File: src/rtl/irq_ctrl.sv
// irq_ctrl: edge-detecting, maskable, fixed-priority interrupt controller feeding the risc core INT input
// Ports: clk; rst async active-low; irq raw lines; mask_we/mask_wdata mask register write (1 = enabled);
//        ack/eoi core handshake pulses; INT request to core; irq_id requested/in-service line; pending latched requests.
// Optional: define IRQ_SYNC_EN to add a two-flop synchronizer on every irq line (two extra cycles of latency).
module irq_ctrl #(
    parameter int N_IRQ = 4,
    parameter int ID_W  = 2
) (
    input  logic             clk,
    input  logic             rst,
    input  logic [N_IRQ-1:0] irq,
    input  logic             mask_we,
    input  logic [N_IRQ-1:0] mask_wdata,
    input  logic             ack,
    input  logic             eoi,
    output logic             INT,
    output logic [ID_W-1:0]  irq_id,
    output logic [N_IRQ-1:0] pending
);
    typedef enum logic [1:0] {IDLE, REQ, SERVICE} state_t;
    state_t state, state_n;
    logic [N_IRQ-1:0] mask, prev, smp, edg, elig, clr;
    logic [ID_W-1:0] win, id_n;
`ifdef IRQ_SYNC_EN
    logic [N_IRQ-1:0] s1, s2;
    always_ff @(posedge clk or negedge rst)
        if (!rst) {s1, s2} <= '0;
        else {s1, s2} <= {irq, s1};
    assign smp = s2;
`else
    assign smp = irq;
`endif
    assign edg  = smp & ~prev;
    assign elig = pending & mask;
    // Only the line being acknowledged is cleared; a same-cycle edge re-sets it below.
    assign clr  = (state == REQ && ack) ? N_IRQ'(1) << irq_id : '0;
    // Scan downward so the lowest eligible index is the last to be written.
    always_comb begin
        win = '0;
        for (int i = N_IRQ - 1; i >= 0; i--) if (elig[i]) win = ID_W'(i);
    end
    always_comb begin
        state_n = state;
        id_n    = irq_id;
        case (state)
            IDLE:    if (|elig) begin state_n = REQ; id_n = win; end
            REQ:     if (ack) state_n = SERVICE;
            SERVICE: if (eoi) state_n = IDLE;
            default: state_n = IDLE;
        endcase
    end
    always_ff @(posedge clk or negedge rst) begin
        if (!rst) begin
            state   <= IDLE;
            INT     <= 1'b0;
            irq_id  <= '0;
            pending <= '0;
            mask    <= '0;
            prev    <= '0;
        end else begin
            state   <= state_n;
            INT     <= state_n == REQ;
            irq_id  <= id_n;
            pending <= (pending & ~clr) | edg;
            mask    <= mask_we ? mask_wdata : mask;
            prev    <= smp;
        end
    end
endmodule

File: config.mk
export PLATFORM = sky130hd
export DESIGN_NAME = irq_ctrl
export DESIGN_NICKNAME = d
export VERILOG_FILES = /design/src/rtl/irq_ctrl.sv
export SDC_FILE = /design/constraint.sdc
export NUM_CORES = 1
export LEC_CHECK = 0
export ABC_AREA = 1
export CAP_MARGIN = 40
export CORE_MARGIN = 5
export CORE_UTILIZATION = 46
export CTS_CLUSTER_DIAMETER = 30
export DETAILED_ROUTE_END_ITERATION = 10
export PLACE_DENSITY = 0.76
export SLEW_MARGIN = 20
export SYNTH_ARGS = -nofsm -noshare
export SYNTH_HDL_FRONTEND = slang
export SYNTH_SLANG_ARGS = --single-unit
File: constraint.sdc
create_clock -name clk -period 2.45 [get_ports clk]
set_input_delay 0.245 -clock clk [delete_from_list [all_inputs] [get_ports clk]]
set_output_delay 0.245 -clock clk [all_outputs]
set_load 0.005 [all_outputs]
==> results.cfg, run 1 <==
[grt]
grt_pass1_vias = 528
antenna_found_initial = 0
grt.overflow.total = 0
maximum_number_of_pins_on_one_net_before_global_route_repair = 18
grt_util_all_layers_pct = 12.9
global_route_wire_length_before_repair_um = 2400

[clock_tree]
cts_setup_buffers = 0
cts_root_buffer = sky130_fd_sc_hd__clkbuf_4
cts_made_buffers = 3
cts-htree-levels = 1
worst_skew_pair.late_latency_ps = 280
clk_transition_reported_paths_ps = 90
clock_tree.buffer_depth = 2
cts_tree = built
cts.repair.resized = 0
cts-hold-fix-buffers = 0
clock_sink_count = 17

[synth]
synth.largest_area_cell = sky130_fd_sc_hd__dfrtp_1
synth_top_cells_by_count = 17 x sky130_fd_sc_hd__dfrtp_1, 12 x sky130_fd_sc_hd__nand2_1, 10 x sky130_fd_sc_hd__o21ai_1
postSynth.topFlopCell = sky130_fd_sc_hd__dfrtp_1
postSynthNetCount = 79
synthesis.area_sq_um = 686
syn_inst_count = 66
synth_area_per_cell_sq_um = 10.4
synth.area.top_cells = sky130_fd_sc_hd__dfrtp_1 62%, sky130_fd_sc_hd__o21ai_1 7.3%, sky130_fd_sc_hd__mux2_1 6.6%, sky130_fd_sc_hd__nand2_1 6.6%, sky130_fd_sc_hd__inv_1 4.9%
synth_seq_area_share_pct = 62.0
synth-edff-count = 0
synth_cell_type_count = 14
yosys_register_bits = 17
ys.warnings.count = 0
synth_async_sr_flop_share_pct = 100
yosys.cell_count.top_type = sky130_fd_sc_hd__dfrtp_1
synth_largest_type_area_fraction_pct = 62.0

[worst_setup_path]
worst_path_max_delay_cell = sky130_fd_sc_hd__clkdlybuf4s50_1
worstPathRequired_ps = 2200
crit_type = reg -> out
cp_cell_sequence = clkdlybuf4s50_1
delay_of_the_slowest_cell_on_the_worst_path_ps = 530
critical_path.endpoint_type = output pin
critPathMaxFanout = 5
path_buf_inv = 1
timing.critical_path.arrival_ps = 1230
cp_top_family = buffers and inverters
startpoint_type = flop

[min_path]
class_of_the_tightest_hold_or_removal_check = in -> async

[sta]
slew_headroom_pct = 72.2
finClkSkew_ps = 0.582
setup-violations-final = 0
timing_worst_slew_pin_value_ps = 415
drv_slew = 0
post-route-min-period_ps = 1480
setup_tns_ps = 0
period_share_pct = 60.4
finalHoldViolations = 0
setup_repair_after_global_routing_missed_its_margin = false
timing.fmax_ghz = 0.676

[detailed_routing]
vias = 513
detail_route.vias_per_cell = 4.84
routed_wire_length_per_instance_um = 11.6
ant_nets = 0
detail_route.first_pass.iterations = 3
wl_um = 1230
drc_viols = 0
drt_iter0_markers = 4

[placement]
placed_inst_area_sq_um = 896
place.detailed.hpwl_um = 976
gpl.final_weighted_congestion = 0.723
place.port_buffers = 19

[layout]
areaGrowthSynthToFinish_pct = 36.1
antenna_cells = 0
final_nets = 104
post-route-cell-area_sq_um = 933
layout-drive-gt1-share_pct = 14.4

[job]
cap_viol_max_count = 0

[floorplanning]
core_area_sq_um = 1450
design.die.area_sq_um = 2360
initial_utilization_pct = 47.2
design.portCount = 20
chipWidth_um = 48.6
dieHeight_um = 48.6
rows = 14

[power]
p_leak_nw = 0.427
seq_power_share_pct = 48.2
power.density_nw_per_um2 = 921
share_clk_of_total_power_pct = 16.5
power.share.switching_pct = 33.0
internal_power_mw = 0.576
power_share_of_the_combinational_group_pct = 35.3
net_switching_mw = 0.283
ir_worst_vdd_v = 0.000476

[outcome]
result_of_the_run = finished, final reports clean
power by group through the flow:
stage	Combinational (mW)	Clock, mW	Sequential [mW]
floorplan	0.160	0	0.413
global placement	0.297	0	0.418
detailed placement	0.307	0	0.420
CTS	0.308	0.153	0.415
global route	0.350	0.167	0.428
finish	0.303	0.142	0.414
path summary, 6_finish.rpt:
path | start | end | slack (ps) | cells past startpoint
min reg2reg | prev[0] | pending[0] | 410 | 1
min in group clk | prev[0] | pending[0] | 410 | 1
max in group asynchronous | rst | mask[1] | 1780 | 2
max reg2reg | pending[1] | INT | 1450 | 4
min | rst | pending[3] | 250 | 1
max | irq_id[0] | irq_id[0] | 970 | 1
cells in the final DEF, fill, tap and decap left out, drive strengths merged:
cell type      count
o21ai             11
nand2             17
o31ai              1
inv               10
nor2               3
clkbuf             4
buf                1
nand3              1
mux2               4
nand4              1
a21oi              1
clkdlybuf4s50     19
dfrtp             17
per-stage QoR:
| stage | setup WS (ps) | utilization, % | hold WS, ps | std cells | power, mW |
|---|---|---|---|---|---|
| after floorplan | 1550 | - | -50.6 | 66 | 0.573 |
| after global placement | 1190 | 61.6 | 395 | 101 | 0.715 |
| after detailed placement | 1160 | 61.6 | 405 | 101 | 0.727 |
| after CTS | 949 | 63.4 | 407 | 105 | 0.875 |
| after global routing | 893 | 64.2 | 258 | 106 | 0.945 |
| final | 970 | 64.2 | 253 | 106 | 0.859 |
state kept, by name (all words and copies together), names as in the netlist:
register  cells
mask          4
pending       4
prev          4
irq_id        2
state         2
INT           1
layer usage:
metal  vias to the layer above  GRT usage (%)  routed length, um
met2                        11           19.8                604
met3                         2           3.99                 81
met1                       240           16.1                523
met5                         -              0                  0
met4                         0           6.73                 21
li1                        260              -                  -
kinds of logic (layout without fill, tap and decap cells):
kind of cell,Yosys count,after routing,synth area share (%)
AO/OA/AOI/OAI,13,13,10.4
buffers and inverters,10,34,5.47
flip-flops,17,17,62.0
multiplexers,4,4,6.57
AND/OR/NAND/NOR,22,22,15.5
layout make-up:
cell class              instances  area, sq um
inverters                      10         37.5
well taps                      16         20.0
fillers                       121          520
flip-flops and latches         17          425
clock buffers                   4         26.3
repair buffers                 20          201
multi-input cells              39          223
No activity file was read; power rests on OpenSTA's default activity.
==> run 2, diff against run 1 <==
CORE_UTILIZATION = 44   (was 46)
PLACE_DENSITY = 0.73   (was 0.76)
clock period = 1.4 ns   (was 2.45 ns; I/O delays follow)
==> run 2 against run 1 <==
Compared with the run above:
- via count up 0.78%
- critical endpoint unchanged
- global-route usage fell by 0.86 points
- core utilization up 0.25 points
- die area rose by 3.6%
- combinational power grew 100%
- sequential cell count unchanged
==> results.cfg, run 2 (synthesized netlist as in run 1, its figures left out) <==
[sta]
timing_worst_slew_pin_value_ps = 215
setup_repair_after_global_routing_missed_its_margin = false
period_share_pct = 95.9
setup_tns_ps = 0
timing.fmax_ghz = 0.745
drv_slew = 0
finalHoldViolations = 0
post-route-min-period_ps = 1340
finalWorstSetupSlack_ps = 56.9
setup-violations-final = 0
slew_headroom_pct = 85.7
finClkSkew_ps = 4.71

[grt]
grt_pass1_vias = 522
antenna_found_initial = 0
grt_util_all_layers_pct = 12.0
grt.overflow.total = 0
maximum_number_of_pins_on_one_net_before_global_route_repair = 18
global_route_wire_length_before_repair_um = 2250

[detailed_routing]
wl_met3_um = 51
top_layer_used = met4
detail_route.first_pass.iterations = 4
dr_wl_met2_um = 624
drc_viols = 0
ant_nets = 0
detail_route.vias_per_cell = 4.70
route.layer.met1.wl_um = 581
drt_iter0_markers = 5
vias = 517
routed_wire_length_per_instance_um = 11.6
wl_um = 1280

[floorplanning]
dieHeight_um = 49.5
initial_utilization_pct = 46.1
core_area_sq_um = 1490
design.die.area_sq_um = 2450
rows = 14
design.portCount = 20
chipWidth_um = 49.5

[worst_setup_path]
delay_of_the_slowest_cell_on_the_worst_path_ps = 520
startpoint_type = flop
path_buf_inv = 1
timing.critical_path.arrival_ps = 1200
cp_cell_sequence = clkdlybuf4s50_1
cp_top_family = buffers and inverters
critPathMaxFanout = 4
worstPathRequired_ps = 1260
crit_type = reg -> out
worst_path_max_delay_cell = sky130_fd_sc_hd__clkdlybuf4s50_1
critical_path.endpoint_type = output pin

[layout]
mostFrequentLayoutCell = sky130_fd_sc_hd__clkdlybuf4s50_1
layout-drive-gt1-share_pct = 18.1
leading_registers_by_flop_count = mask: 4 flops, pending: 4 flops, prev: 4 flops
layout.cells.most_common_list = 19 x sky130_fd_sc_hd__clkdlybuf4s50_1, 17 x sky130_fd_sc_hd__dfrtp_1, 12 x sky130_fd_sc_hd__nand2_1
antenna_cells = 0
post-route-cell-area_sq_um = 960
areaGrowthSynthToFinish_pct = 40.0
final_nets = 108

[clock_tree]
cts_made_buffers = 3
clock_sink_count = 17
cts_root_buffer = sky130_fd_sc_hd__clkbuf_4
clock_tree.buffer_depth = 2
cts-htree-levels = 1
cts_tree = built
clk_transition_reported_paths_ps = 90
worst_skew_pair.late_latency_ps = 280

[placement]
place.port_buffers = 19
pre_cts_slack_ps = 211
place.detailed.hpwl_um = 1010
placed_inst_area_sq_um = 903
gpl.final_weighted_congestion = 0.744

[power]
p_leak_nw = 0.445
power.density_nw_per_um2 = 1640
ir_worst_vdd_v = 0.000816

[job]
cap_viol_max_count = 0

[min_path]
class_of_the_tightest_hold_or_removal_check = in -> async

[outcome]
result_of_the_run = finished, final reports clean
run 2: changes by cell type in the layout (fill, tap and decap cells not counted), sizes merged:
cell / change
buf: +4
run 2: worst paths after layout:
check,start,endpoint,slack (ps),cells after the start
min in group clk,irq[0],prev[0],320,1
setup reg to reg,pending[0],state[0],320,5
setup / recovery,irq_id[0],irq_id[0],60,1
max in group asynchronous,rst,irq_id[1],1030,2
hold / removal,rst,pending[2],180,2
hold reg to reg,prev[0],pending[0],410,1
run 2: power breakdown:
part / total [mW] / internal, mW / switching (mW)
sequential: 0.706 / 0.613 / 0.0929
clock: 0.251 / 0.111 / 0.140
combinational: 0.618 / 0.338 / 0.279
total: 1.57 / 1.06 / 0.512
run 2: final cells by class:
cell class	instances	area, sq um
well taps	16	20.0
fillers	122	529
inverters	10	37.5
flip-flops and latches	17	425
clock buffers	4	26.3
multi-input cells	39	223
repair buffers	24	228
run 2: per-stage QoR:
step	util (%)	cells	hold WS [ps]	power, mW
global placement	60.7	102	393	1.26
finish	64.5	110	181	1.57
CTS	62.4	106	185	1.53
floorplan	-	66	-156	1.00
detailed placement	60.7	102	397	1.27
global route	64.5	110	178	1.72
run 2: metal layers:
metal,GRT usage [%],vias to the layer above
met5,0,-
met4,6.55,0
met3,3.61,4
met2,18.7,9
met1,14.9,233
li1,-,271
run 2: repair_timing:
action | in CTS | in global routing
setup endpoints to repair | 0 | 4
hold buffers | 0 | 0
gates resized for setup | 0 | 0
buffers inserted | 0 | 4
